`src/rtl/writeback_unit.sv`:
```
`default_nettype none
// ============================================================================
// Module   : writeback_unit
// Purpose  : MEM/WB buffer that pre-computes register-file write data at accept
//            time and retires one entry per granted cycle, in order.
//            Optional head-entry bypass enabled by macro WB_BYPASS_EN.
// Revision : 1.0 - initial release
// ============================================================================
module writeback_unit #(
    parameter int XLEN  = 32,
    parameter int DEPTH = 2
) (
    input  logic            clk,
    input  logic            rst_n,
    input  logic            in_valid,
    output logic            in_ready,
    input  logic [XLEN-1:0] in_pc,
    input  logic [31:0]     in_ir,
    input  logic [XLEN-1:0] in_alu_out,
    input  logic [XLEN-1:0] in_mem_rdata,
    output logic            rf_we,
    output logic [4:0]      rf_waddr,
    output logic [XLEN-1:0] rf_wdata,
    input  logic            rf_gnt,
    output logic [XLEN-1:0] wb_pc,
    output logic [31:0]     retire_cnt,
    output logic            fwd_valid,
    output logic [4:0]      fwd_rd,
    output logic [XLEN-1:0] fwd_data
);

    localparam int PW = (DEPTH > 1) ? $clog2(DEPTH) : 1;
    localparam int CW = PW + 1;

    localparam logic [6:0] OP_R     = 7'b0110011;
    localparam logic [6:0] OP_I     = 7'b0010011;
    localparam logic [6:0] OP_LUI   = 7'b0110111;
    localparam logic [6:0] OP_AUIPC = 7'b0010111;
    localparam logic [6:0] OP_JAL   = 7'b1101111;
    localparam logic [6:0] OP_JALR  = 7'b1100111;
    localparam logic [6:0] OP_LOAD  = 7'b0000011;

    function automatic logic [XLEN-1:0] load_extract(
        input logic [2:0]      f3,
        input logic [1:0]      off,
        input logic [XLEN-1:0] w
    );
        logic [7:0]  b;
        logic [15:0] h;
        logic [XLEN-1:0] r;
        case (off)
            2'd0:    b = w[7:0];
            2'd1:    b = w[15:8];
            2'd2:    b = w[23:16];
            default: b = w[31:24];
        endcase
        h = off[1] ? w[31:16] : w[15:0];
        case (f3)
            3'b000:  r = {{(XLEN-8){b[7]}}, b};
            3'b001:  r = {{(XLEN-16){h[15]}}, h};
            3'b100:  r = {{(XLEN-8){1'b0}}, b};
            3'b101:  r = {{(XLEN-16){1'b0}}, h};
            default: r = w;
        endcase
        return r;
    endfunction

    // Entry storage; reset so that held head outputs are never X.
    logic [XLEN-1:0] pc_q   [DEPTH];
    logic            we_q   [DEPTH];
    logic [4:0]      rd_q   [DEPTH];
    logic [XLEN-1:0] data_q [DEPTH];

    logic [PW-1:0]   wr_ptr_q, wr_ptr_d;
    logic [PW-1:0]   rd_ptr_q, rd_ptr_d;
    logic [CW-1:0]   count_q,  count_d;
    logic [XLEN-1:0] wb_pc_q,  wb_pc_d;
    logic [31:0]     retire_cnt_q, retire_cnt_d;
    logic [4:0]      last_rd_q,   last_rd_d;
    logic [XLEN-1:0] last_data_q, last_data_d;

    logic            w_nonempty;
    logic            w_retire;
    logic            w_accept;
    logic            w_wr;
    logic            w_we;
    logic [XLEN-1:0] w_wdata;
    logic [4:0]      w_head_rd;
    logic [XLEN-1:0] w_head_data;
    logic            w_unused;

    assign w_unused   = ^{in_ir[31:15]};
    assign w_nonempty = (count_q != '0);
    assign w_retire   = w_nonempty && rf_gnt;
    assign in_ready   = (count_q < CW'(DEPTH)) || w_retire;
    assign w_accept   = in_valid && in_ready;

    always_comb begin
        w_wr    = 1'b0;
        w_wdata = '0;
        case (in_ir[6:0])
            OP_R, OP_I, OP_LUI, OP_AUIPC: begin
                w_wr    = 1'b1;
                w_wdata = in_alu_out;
            end
            OP_JAL, OP_JALR: begin
                w_wr    = 1'b1;
                w_wdata = in_pc + XLEN'(4);
            end
            OP_LOAD: begin
                w_wr    = 1'b1;
                w_wdata = load_extract(in_ir[14:12], in_alu_out[1:0], in_mem_rdata);
            end
            default: begin
                w_wr    = 1'b0;
                w_wdata = '0;
            end
        endcase
        w_we = w_wr && (in_ir[11:7] != 5'd0);
    end

    // When empty, expose the most recently retired entry rather than stale slots.
    assign w_head_rd   = w_nonempty ? rd_q[rd_ptr_q]   : last_rd_q;
    assign w_head_data = w_nonempty ? data_q[rd_ptr_q] : last_data_q;

    assign rf_we      = we_q[rd_ptr_q] && w_retire;
    assign rf_waddr   = w_head_rd;
    assign rf_wdata   = w_head_data;
    assign wb_pc      = wb_pc_q;
    assign retire_cnt = retire_cnt_q;

`ifdef WB_BYPASS_EN
    assign fwd_valid = w_nonempty && we_q[rd_ptr_q];
    assign fwd_rd    = w_head_rd;
    assign fwd_data  = w_head_data;
`else
    assign fwd_valid = 1'b0;
    assign fwd_rd    = 5'd0;
    assign fwd_data  = '0;
`endif

    always_comb begin
        wr_ptr_d     = wr_ptr_q;
        rd_ptr_d     = rd_ptr_q;
        count_d      = count_q;
        wb_pc_d      = wb_pc_q;
        retire_cnt_d = retire_cnt_q;
        last_rd_d    = last_rd_q;
        last_data_d  = last_data_q;
        if (w_accept) begin
            wr_ptr_d = wr_ptr_q + PW'(1);
        end
        if (w_retire) begin
            rd_ptr_d     = rd_ptr_q + PW'(1);
            wb_pc_d      = pc_q[rd_ptr_q];
            retire_cnt_d = retire_cnt_q + 32'd1;
            last_rd_d    = rd_q[rd_ptr_q];
            last_data_d  = data_q[rd_ptr_q];
        end
        case ({w_accept, w_retire})
            2'b10:   count_d = count_q + CW'(1);
            2'b01:   count_d = count_q - CW'(1);
            default: count_d = count_q;
        endcase
    end

    always_ff @(posedge clk or negedge rst_n) begin
        if (!rst_n) begin
            wr_ptr_q     <= '0;
            rd_ptr_q     <= '0;
            count_q      <= '0;
            wb_pc_q      <= '0;
            retire_cnt_q <= '0;
            last_rd_q    <= '0;
            last_data_q  <= '0;
            for (int i = 0; i < DEPTH; i++) begin
                pc_q[i]   <= '0;
                we_q[i]   <= 1'b0;
                rd_q[i]   <= '0;
                data_q[i] <= '0;
            end
        end else begin
            wr_ptr_q     <= wr_ptr_d;
            rd_ptr_q     <= rd_ptr_d;
            count_q      <= count_d;
            wb_pc_q      <= wb_pc_d;
            retire_cnt_q <= retire_cnt_d;
            last_rd_q    <= last_rd_d;
            last_data_q  <= last_data_d;
            if (w_accept) begin
                pc_q[wr_ptr_q]   <= in_pc;
                we_q[wr_ptr_q]   <= w_we;
                rd_q[wr_ptr_q]   <= in_ir[11:7];
                data_q[wr_ptr_q] <= w_wdata;
            end
        end
    end

endmodule
`default_nettype wire

```
`config.mk`:
```
export PLATFORM = sky130hd
export DESIGN_NAME = writeback_unit
export DESIGN_NICKNAME = d
export VERILOG_FILES = /design/src/rtl/writeback_unit.sv
export SDC_FILE = /design/constraint.sdc
export NUM_CORES = 1
export LEC_CHECK = 0
export BUFFER_PORTS_ARGS = -buffer_cell sky130_fd_sc_hd__buf_2
export CORE_MARGIN = 2
export CORE_UTILIZATION = 25
export DETAILED_ROUTE_END_ITERATION = 10
export HOLD_SLACK_MARGIN = 0.1
export PLACE_DENSITY_LB_ADDON = 0.08
export SLEW_MARGIN = 20
export SYNTH_ARGS = -nofsm -noshare
export SYNTH_HDL_FRONTEND = slang
export SYNTH_SLANG_ARGS = --single-unit
```
`constraint.sdc`:
```
create_clock -name clk -period 4.25 [get_ports clk]
set_input_delay 0.85 -clock clk [delete_from_list [all_inputs] [get_ports clk]]
set_output_delay 0.85 -clock clk [all_outputs]
set_load 0.005 [all_outputs]
```
# Yosys cells after proc, flatten, opt, wreduce, memory -nomap -nowiden

Cells that the tools add are included.

Register bits: 245
Input bits: 132
Word-level logic and storage cells: 85

Add/subtract/negate cells: 6
Order comparisons: 4
Eq/ne operators: 14
Mux-type cells: 30
Bitwise operators: 2
Reductions and logical operators: 14

Operators with widths:

| cell                                                                  | count |
|---|---|
| 32-bit two-way mux                                                    | 8 |
| 64-bit bitwise mux                                                    | 2 |
| 32-bit case mux with 4 select lines                                   | 1 |
| 32-bit case mux with 3 select lines                                   | 1 |
| 32-bit by 1-bit adder with 32-bit output, second input constant       | 1 |
| 32-bit by 3-bit adder with 32-bit output, second input constant       | 1 |
| 32-bit demux with 1-bit select                                        | 1 |
| 5-bit two-way mux                                                     | 5 |
| 8-bit case mux with 3 select lines                                    | 1 |
| 16-bit two-way mux                                                    | 1 |
| 7-bit by 5-bit equality test with 1-bit output, second input constant | 2 |
| 7-bit by 6-bit equality test with 1-bit output, second input constant | 2 |
| 7-bit equality test, second input constant                            | 2 |
| 10-bit bitwise mux                                                    | 1 |
| 7-bit by 2-bit equality test with 1-bit output, second input constant | 1 |
| 7-bit OR reduction                                                    | 1 |
| 3-bit equality test, second input constant                            | 2 |
| 5-bit demux with 1-bit select                                         | 1 |
| 1-bit logical AND                                                     | 5 |
| 1-bit two-way mux                                                     | 5 |
| 5-bit nonzero test                                                    | 1 |
| 2-bit by 1-bit equality test with 1-bit output, second input constant | 2 |
| 2-bit equality test, second input constant                            | 2 |
| 2-bit >= comparator, second input constant                            | 2 |
| 16 further kinds                                                      | 19 |

# Logic depth before layout (Yosys ltp)

Word-level depth: 6
Depth in mapped cells: 9

# Least setup slack after synthesis

Ideal clock, no wire load.

Path type: input to register
From: in in_pc[2]
To: reg data_q[26] in the netlist's numbering
Library setup time: 0.125 ns
Data arrival time: 2.579 ns
Slack: 1.546 ns
Stages on the path: 7
Cell sequence: ha_1 > nand2_1 > or4_4 > buf_6 > o311a_1 > a211o_1 > mux2_4

Word-level cells in the longest chain between the ends: 3

Ends and longest elaborated chain:

| item                                     | line | source |
|---|---|---|
| from (decl)                              | 17   | `input logic [XLEN-1:0] in_pc,` |
| 32-bit by 3-bit adder with 32-bit output | 108  | `w_wdata = in_pc + XLEN'(4);` |
| 32-bit case mux with 3 select lines      | 101  | `case (in_ir[6:0])` |
| 64-bit bitwise mux                       | 194  | `data_q[wr_ptr_q] <= w_wdata;` |
| to (signal, indexed assignment)          | 194  |  |
| to (decl)                                | 72   | `logic [XLEN-1:0] data_q [DEPTH];` |

No other way between the ends.
A chain may end at the register's enable or synchronous reset.

# Worst setup path after layout

From: reg count_q[0]
To: out rf_wdata[15]

Word-level cells in the longest chain between the ends: 2

Ends and longest elaborated chain:

| item                   | line | source |
|---|---|---|
| from (decl)            | 76   | `logic [CW-1:0] count_q, count_d;` |
| from (signal assigned) | 185  | `count_q <= count_d;` |
| 2-bit nonzero test     | 93   | `assign w_nonempty = (count_q != '0);` |
| 32-bit two-way mux     | 124  | `assign w_head_data = w_nonempty ? data_q[rd_ptr_q] : last_data_q;` |
| to (decl)              | 23   | `output logic [XLEN-1:0] rf_wdata,` |

No other way between the ends.

==> impl_metrics.tcl <==
set metrics [dict create \
    antenna_found_initial 4 \
    max_cap_viol_count 0 \
    dieHeight_microns 226 \
    outcome "complete, no violations" \
    post-cts-setup-buffer-count 0 \
    vias 10100 \
    post-route-period-util_pct 81.8 \
    ant_nets 0 \
    fmax_mhz 288 \
    worstPathCellList "or2_2 > buf_4 > nor2_1 > a21oi_1 > buf_2" \
    post_synth_and_or_nand_nor_area_fraction_pct 16.3 \
    core_sq_mm 0.0488 \
    yosys.area_share.adder_pct 0.304 \
    wl_per_cell_microns 20.0 \
    dp_hpwl_microns 31100 \
    drive_gt1_share_pct 24.6 \
    final_cell_area_sq_mm 0.0151 \
    grt_max_degree 144 \
    p_per_area_mw_per_mm2 671 \
    postCtsHoldBufs 0 \
    fin_cells 2170 \
    hp-class "primary input to asynchronous set/reset pin" \
    finalMaxSlewViolations 0 \
    ys.warnings.count 0 \
    cp.arrival_ns 2.62 \
    synth-edff-count 0 \
    cts_buffer_depth 3 \
    synth_area_per_cell_sq_um 9.58 \
    cpPeakStageDelay_ns 0.74 \
    setup_viol 0 \
    grt_use_total_pct 16.7 \
    rows 81 \
    yosys.area_share.xor_xnor_pct 3.19 \
    critical_path_class "register to output port" \
    clkSinkCount 245 \
    cts_tree "yes" \
    syn_to_final_growth_pct 22.3 \
    critical_path_peak_fanout 46 \
    cp_slowest_cell "or2_2" \
    htreeDepth 1 \
    synth_area_sq_mm 0.0124 \
    skew_ns 0.0113 \
    synth_cells 1290 \
    setup_tns_ns 0 \
    grt_pass1_wl_microns 63900 \
    rsz0062_at_grt "no" \
    initial_core_util_pct 25.3 \
    synth.area.mux_share_pct 12.1 \
    synth-seq-area-share_pct 49.6 \
    worstMarginPinSlew_ns 0.919 \
    synth_top_family_by_area "simple AND/OR/NAND/NOR gates" \
    required_ns 3.40 \
    ios 273 \
    gp_congestion 0.791 \
    p_leak_uw 0.00695 \
    async_flop_share_pct 100 \
    die_w_microns 226 \
    relSlewSlack_pct 38.7 \
    ff2ff_setup_slack_ns 1.55 \
    ys.flop_type "dfrtp_1" \
    synth_compound_area_share_pct 13.3 \
    layout_common_cells "dfrtp_1 (244), buf_2 (216), nor2_1 (175)" \
    dr.first_iter.drc_count 675 \
    wl_microns 43300 \
    ys_ff_latch 245 \
    firstDrtPassIters 5 \
    utilization_pct 30.9 \
    insertion_delay_ns 0.58 \
    portBuffers 217 \
    dpl-instance-area_sq_mm 0.0141 \
    overflow 0 \
    cts_made_buffers 31 \
    start_kind "register" \
    nNetsFinal 1613 \
    vias_per_cell 4.65 \
    first_global_vias 9601 \
    period_needed_ns 3.47 \
    synth_cell_types 59 \
    die-area_sq_mm 0.0512 \
    cts.clk_slew.worst_paths_ns 0.06 \
    end_kind "output port" \
    post-route-drc-count 0 \
    final_common_cell "dfrtp_1" \
    cts_resized 0 \
    ir_drop_mv 0.330 \
    dp_cells 2109 \
    cts_root_buf "clkbuf_16" \
    hold_viol_final 0 \
]
==> worst paths after layout <==
path	end	startpoint	depth (start not counted)
min in group clk	retire_cnt[31]	retire_cnt[31]	1
max	rf_wdata[15]	count_q[0]	5
max in group asynchronous	pc_q[3]	rst_n	3
max reg2reg	count_q[1]	count_q[0]	6
min	wb_pc[21]	rst_n	1
min reg2reg	retire_cnt[31]	retire_cnt[31]	1
==> cell families after synthesis <==
kind of cell	Yosys count
AO/OA/AOI/OAI	273
buffers and inverters	130
multiplexers	141
XOR/XNOR	45
flip-flops	245
AND/OR/NAND/NOR	452
other	1
adder cells (fa/ha/maj)	3
==> Yosys cell counts (6+ instances only) <==
cell | n | area, sq um
xor2_1 | 22 | 193
nand2_1 | 147 | 552
mux2i_1 | 78 | 781
nor4_1 | 13 | 81.3
nor3_1 | 14 | 70.1
nor2b_1 | 12 | 75.1
inv_1 | 10 | 37.5
a22oi_1 | 13 | 97.6
or3_1 | 9 | 56.3
nand3_1 | 23 | 115
and3_1 | 8 | 50.1
buf_1 | 9 | 33.8
a22o_1 | 12 | 105
nand4_1 | 15 | 93.8
a211o_1 | 6 | 52.6
nor2_1 | 177 | 664
dfrtp_1 | 245 | 6130
a21oi_1 | 135 | 676
o31a_1 | 6 | 52.6
xnor2_1 | 23 | 201
buf_4 | 38 | 285
mux2_2 | 61 | 687
o21ai_0 | 36 | 180
and2_1 | 10 | 62.6
a31oi_1 | 38 | 238
clkbuf_1 | 72 | 270
==> layer usage <==
layer	part of all wire, %	GRT usage [%]	wire [microns]	vias up
met1	49	24.8	21200	4975
met4	2.4	4.14	1020	0
met5	0	0	0	-
li1	-	-	-	4824
met2	45	25.2	19300	224
met3	4.3	2.48	1850	57
==> worst max-delay path: cells and delay by family (launching register included) <==
| kind | cells | cell delay (ns) |
|---|---|---|
| AO/OA/AOI/OAI | 1 | 0.19 |
| buffers and inverters | 2 | 0.59 |
| AND/OR/NAND/NOR | 2 | 0.81 |
| flip-flops | 1 | 0.41 |
==> metrics by stage <==
stage	setup slack [ns]	hold slack (ns)	total power, uW
after detailed placement	1.05	0.455	7580
after global placement	1.10	0.453	7530
after floorplan	1.55	0.445	6060
after global routing	0.458	0.354	10900
after CTS	0.657	0.305	10400
final	0.775	0.314	10100
==> final cells by class <==
class	count	area, sq um
inverter	10	37.5
sequential	245	6130
clock buffer	44	885
fill	5165	33700
multi-input combinational	952	5750
tap	664	831
clock inverter	13	150
antenna	4	10.0
timing repair buffer	238	1320
==> sequential cells by signal, summed over array words and instances, names as in the netlist <==
register,flops
last_rd_q,5
data_q,64
rd_ptr_q,1
wb_pc,32
count_q,2
last_data_q,32
retire_cnt,32
pc_q,64
we_q,2
wr_ptr_q,1
rd_q,10
==> power by group <==
group	internal [uW]	total (uW)	leakage, uW	switching [uW]
combinational	1540	3500	0.00345	1960
clock	1620	2690	0.000512	1060
sequential	3310	3950	0.00299	640
total	6470	10100	0.00695	3670
Note: power is estimated with default switching activity, not from simulation.
